File: src/rtl/cipher_shift_decryptor.sv
// Shift-cipher decryptor: one staging register feeding a show-ahead output FIFO.
// Supports modular byte shift or alphabetic (Caesar) shift; END_TOKEN passes through.
module cipher_shift_decryptor #(
  parameter int                 D_WIDTH    = 8,
  parameter int                 KEY_WIDTH  = 16,
  parameter int                 FIFO_DEPTH = 4,
  parameter logic [D_WIDTH-1:0] END_TOKEN  = D_WIDTH'(8'hFA)
) (
  input  logic                 clk,
  input  logic                 rst_n,
  input  logic [D_WIDTH-1:0]   data_i,
  input  logic                 valid_i,
  input  logic [KEY_WIDTH-1:0] key,
  input  logic                 mode_i,
  input  logic                 ready_i,
  output logic [D_WIDTH-1:0]   data_o,
  output logic                 valid_o,
  output logic                 last_o,
  output logic                 busy
);

  localparam int PW = (FIFO_DEPTH > 1) ? $clog2(FIFO_DEPTH) : 1;
  localparam int CW = PW + 1;
  localparam int KW = (KEY_WIDTH > D_WIDTH) ? KEY_WIDTH : D_WIDTH;
  localparam logic [D_WIDTH-1:0] UC_A = D_WIDTH'(8'h41);
  localparam logic [D_WIDTH-1:0] UC_Z = D_WIDTH'(8'h5A);
  localparam logic [D_WIDTH-1:0] LC_A = D_WIDTH'(8'h61);
  localparam logic [D_WIDTH-1:0] LC_Z = D_WIDTH'(8'h7A);

  logic [D_WIDTH:0]   mem [FIFO_DEPTH];
  logic [PW-1:0]      rd_ptr, wr_ptr;
  logic [CW-1:0]      count;
  logic               stage_v, stage_last;
  logic [D_WIDTH-1:0] stage_d;

  logic               accept, push, pop, full;
  logic [D_WIDTH-1:0] dec_d;
  logic [KW-1:0]      key_ext, key_mod;
  logic [4:0]         k5;
  logic [D_WIDTH-1:0] base, off_full;
  logic [5:0]         off, rot;
  logic               is_upper, is_lower;

  assign full    = (count == CW'(FIFO_DEPTH));
  assign valid_o = (count != '0);
  assign pop     = valid_o && ready_i;
  // busy looks only at registered occupancy, so there is no input-to-busy path
  assign busy    = ({1'b0, count} + (CW + 1)'(stage_v)) >= (CW + 1)'(FIFO_DEPTH);
  assign accept  = valid_i && !busy;
  assign push    = stage_v && (!full || pop);

  assign data_o = valid_o ? mem[rd_ptr][D_WIDTH-1:0] : '0;
  assign last_o = valid_o ? mem[rd_ptr][D_WIDTH]     : 1'b0;

  assign key_ext = KW'(key);
  assign key_mod = key_ext % KW'(26);
  assign k5      = key_mod[4:0];

  always_comb begin
    dec_d    = data_i;
    is_upper = (data_i >= UC_A) && (data_i <= UC_Z);
    is_lower = (data_i >= LC_A) && (data_i <= LC_Z);
    base     = is_upper ? UC_A : LC_A;
    off_full = data_i - base;
    off      = off_full[5:0];
    // off + 26 - k stays positive, so one conditional subtract gives mod 26
    rot      = off + 6'd26 - {1'b0, k5};
    if (rot >= 6'd26) rot = rot - 6'd26;
    if (data_i == END_TOKEN) begin
      dec_d = data_i;
    end else if (!mode_i) begin
      dec_d = data_i - key_ext[D_WIDTH-1:0];
    end else if (is_upper || is_lower) begin
      dec_d = base + D_WIDTH'(rot);
    end
  end

  always_ff @(posedge clk or negedge rst_n) begin
    if (!rst_n) begin
      stage_v    <= 1'b0;
      stage_d    <= '0;
      stage_last <= 1'b0;
      rd_ptr     <= '0;
      wr_ptr     <= '0;
      count      <= '0;
    end else begin
      if (accept) begin
        stage_v    <= 1'b1;
        stage_d    <= dec_d;
        stage_last <= (data_i == END_TOKEN);
      end else if (push) begin
        stage_v <= 1'b0;
      end
      if (push) wr_ptr <= (wr_ptr == PW'(FIFO_DEPTH - 1)) ? '0 : wr_ptr + 1'b1;
      if (pop)  rd_ptr <= (rd_ptr == PW'(FIFO_DEPTH - 1)) ? '0 : rd_ptr + 1'b1;
      if (push && !pop)      count <= count + 1'b1;
      else if (pop && !push) count <= count - 1'b1;
    end
  end

  always_ff @(posedge clk) begin
    if (push) mem[wr_ptr] <= {stage_last, stage_d};
  end

endmodule

File: config.mk
export PLATFORM = sky130hd
export DESIGN_NAME = cipher_shift_decryptor
export DESIGN_NICKNAME = d
export VERILOG_FILES = /design/src/rtl/cipher_shift_decryptor.sv
export SDC_FILE = /design/constraint.sdc
export NUM_CORES = 1
export LEC_CHECK = 0
export ABC_AREA = 1
export CORE_MARGIN = 8
export CORE_UTILIZATION = 45
export CTS_CLUSTER_DIAMETER = 30
export DETAILED_ROUTE_END_ITERATION = 10
export PLACE_DENSITY_LB_ADDON = 0.08
export REMOVE_ABC_BUFFERS = 1
export SYNTH_ARGS = -nofsm -noshare
export SYNTH_HDL_FRONTEND = slang
export SYNTH_SLANG_ARGS = --single-unit
export TNS_END_PERCENT = 20
File: constraint.sdc
create_clock -name clk -period 2.85 [get_ports clk]
set_clock_uncertainty 0.15 [all_clocks]
set_input_delay 0.57 -clock clk [delete_from_list [all_inputs] [get_ports clk]]
set_output_delay 0.57 -clock clk [all_outputs]
set_load 0.01 [all_outputs]
==> results by group <==
STA
  – RSZ-0062 raised after global routing: true
  – Worst-Margin Slew: ~0.81 ns
  – Fin crit period: around 8.0 ns
  – Max Clk Rate: 0.124 GHz
  – Final hold violations: 0
  – Final worst slack: -5.20 ns
  – Finish-stage setup viols: 7
  – Slew Viols, Final: 0
  – Max_slew headroom: 0.456
  – Period utilization: 2.82
  – Worst Hold Slack: 0.377 ns

Drt
  – Via density: slightly below 5
  – Post-DRT Antenna Nets: 0
  – Post-Route WL: 11300 um
  – Starting DRC count in detailed routing: 157
  – TritonRoute pass-1 iters: 4
  – Vias: roughly 4400
  – WL/cell: about 13 um
  – Residual DRC: 0

Critical path
  – Crit path arrival time: roughly 8.1 ns
  – Most used cell, CP: nand2_2
  – Worst EP required: approximately 2.9 ns
  – Max incr delay on CP: 0.49 ns
  – Critical Path Slowest Stage Cell: fa_1
  – CP startpoint kind: primary input
  – CP Capture Type: register
  – Critical path type: primary input to register
  – CP max FO: 5

Synth
  – Simple-gate share of the synthesized area: 0.320
  – Main combinational cell family by area after synthesis: simple AND/OR/NAND/NOR gates
  – Mapped Cells: approximately 600
  – Synth unique cells: 42
  – Syn. warnings: 0
  – Avg Inst Size Synth: 7.49 um2
  – Yosys reg bits: 53
  – Post-synth EDFFs: 36
  – Mapped Area: 4500 um2
  – Multiplexer share of the synthesized area: 0.00250
  – Async SR Flop Fraction: 0.321
  – Top FF cell, synth: edfxtp_1
  – Seq/Total Area, Yosys: 0.334
  – Post-Synth Adder-Cell Area: 0.0872
  – Synth Area in XOR/XNOR: 0.0308
  – Synth Area in Compound Gates: 0.128

Die
  – Rows: 36
  – Starting Density: 0.463
  – Die outline width: 116 um
  – I/O pin count: 40
  – Die Footprint: approximately 13000 um2
  – DIE HEIGHT: 116 um
  – Core area: 9730 um2

Run status
  – Failing checks: negative setup slack
  – Status: finished, violations left

Finish
  – Commonest non-fill, non-tap cell in the layout: buf_4
  – Most frequent cells in the layout: buf_4 (121), inv_1 (85), nand2_1 (62)
  – Area growth syn-to-layout: 49.1%
  – Share of cells above drive strength 1: 0.423
  – Final Non-Filler Cells: between 900 and 1000
  – Fillers: just under 800
  – Ant diodes: 0
  – Area of the multi-input gates: 3170 um2
  – Final nets: about 830
  – Reg area: around 1500 um2
  – Fin area: about 6700 um2

GRT
  – Initial antenna violation count: 0
  – Global-route wire length before repair: 18700 um
  – Vias in the first global route: 4237
  – Total global-route track usage: 0.167
  – Largest net degree at the start of global routing: 20
  – GRT Residual Overflow: 0

CTS
  – Clock Latency Late Sink: approximately 0.31 ns
  – Clk root buf: clkbuf_8
  – CTS tree: yes
  – CTS HTree Levels: 2
  – Total CTS buffers: 5
  – # clock sinks: 53
  – Clock-pin slew on the worst setup and hold paths: approximately 0.090 ns
  – Clock Tree Buf Depth: 2

Placement
  – Port Buffers: 39
  – Post-DP HPWL: between 8000 and 9000 um
  – Routability cong.: about 0.84
  – Placed cell area: between 5000 and 6000 um2
  – Post-place setup slack: -5.97 ns
  – Dpl cells: 878

Worst hold path
  – HP Class: register to register

Run
  – Max Cap Violations: 0
==> synthesized netlist by cell type, types with 10 or more instances <==
library cell / n / area (um2)
inv_1: 101 / 379
nand2_1: 96 / 360
nor2_1: 66 / 248
nand3_1: 47 / 235
nand2_2: 39 / 244
o21ai_0: 39 / 195
edfxtp_1: 36 / 1080
a21oi_1: 26 / 130
ha_1: 25 / 313
dfrtp_1: 17 / 425
nand3_2: 13 / 130
inv_2: 10 / 37.5
==> registers in the layout, indices dropped and copies added (netlist names) <==
name / cells
mem: 36
stage_d: 8
count: 3
rd_ptr: 2
wr_ptr: 2
stage_last: 1
stage_v: 1
==> repair_timing <==
item                                    CTS  global route
endpoints found under the setup margin    7            17
pin swaps                                30            55
cloned                                    0             0
gates resized for setup                  53           144
setup buffers                             4            11
hold buffers                              0             0
endpoints found under the hold margin     0             0
==> area by class of cell <==
type,count,area share
multi-input combinational,431,0.473
sequential,53,0.225
timing repair buffer,163,0.200
inverter,113,0.0654
tap,133,0.0248
clock buffer,6,0.0108
clock inverter,2,0.00224
==> worst max-delay path, delay by kind of cell <==
family	cells	cell delay [ns]
and+or+nand+nor	50	4.26
adders and majority gates	5	1.42
AOI/OAI and AO/OA	6	0.81
buffers and inverters	10	0.81
xor gates and xnor gates	1	0.18
==> path summary, 6_finish.rpt <==
path	start	to	slack [ns]	cells after the start
setup / recovery	key[13]	stage_d[7]	-5.20	72
hold / removal	stage_d[2]	mem[3][2]	0.38	0
setup reg to reg	count[0]	count[1]	0.48	9
hold reg to reg	stage_d[2]	mem[3][2]	0.38	0
max in group asynchronous	rst_n	rd_ptr[0]	1.42	1
min in group asynchronous	rst_n	stage_d[3]	0.58	1
==> per-stage QoR <==
step	util	setup TNS, ns
after floorplan	-	-32.61
after global placement	0.603	-39.51
after detailed placement	0.603	-41.24
after CTS	0.632	-35.45
after global routing	0.690	-39.04
final	0.690	-35.77
==> per-layer routing <==
| metal | part of all wire | up-vias | GRT usage |
|---|---|---|---|
| met2 | 0.51 | 51 | 0.307 |
| li1 | - | 2300 | - |
| met1 | 0.46 | 2012 | 0.205 |
| met3 | 0.022 | 6 | 0.0135 |
| met4 | 0.0086 | 0 | 0.0389 |
| met5 | 0 | - | 0 |
==> cell families after synthesis <==
family                   Yosys count
adder cells (fa/ha/maj)           29
XOR/XNOR                          15
flip-flops                        53
AND/OR/NAND/NOR                  288
AO/OA/AOI/OAI                     98
multiplexers                       1
buffers and inverters            117
Power is left out: the tool's default activity adds up to more than one toggle a clock period on the data nets, which glitch-free logic cannot reach.
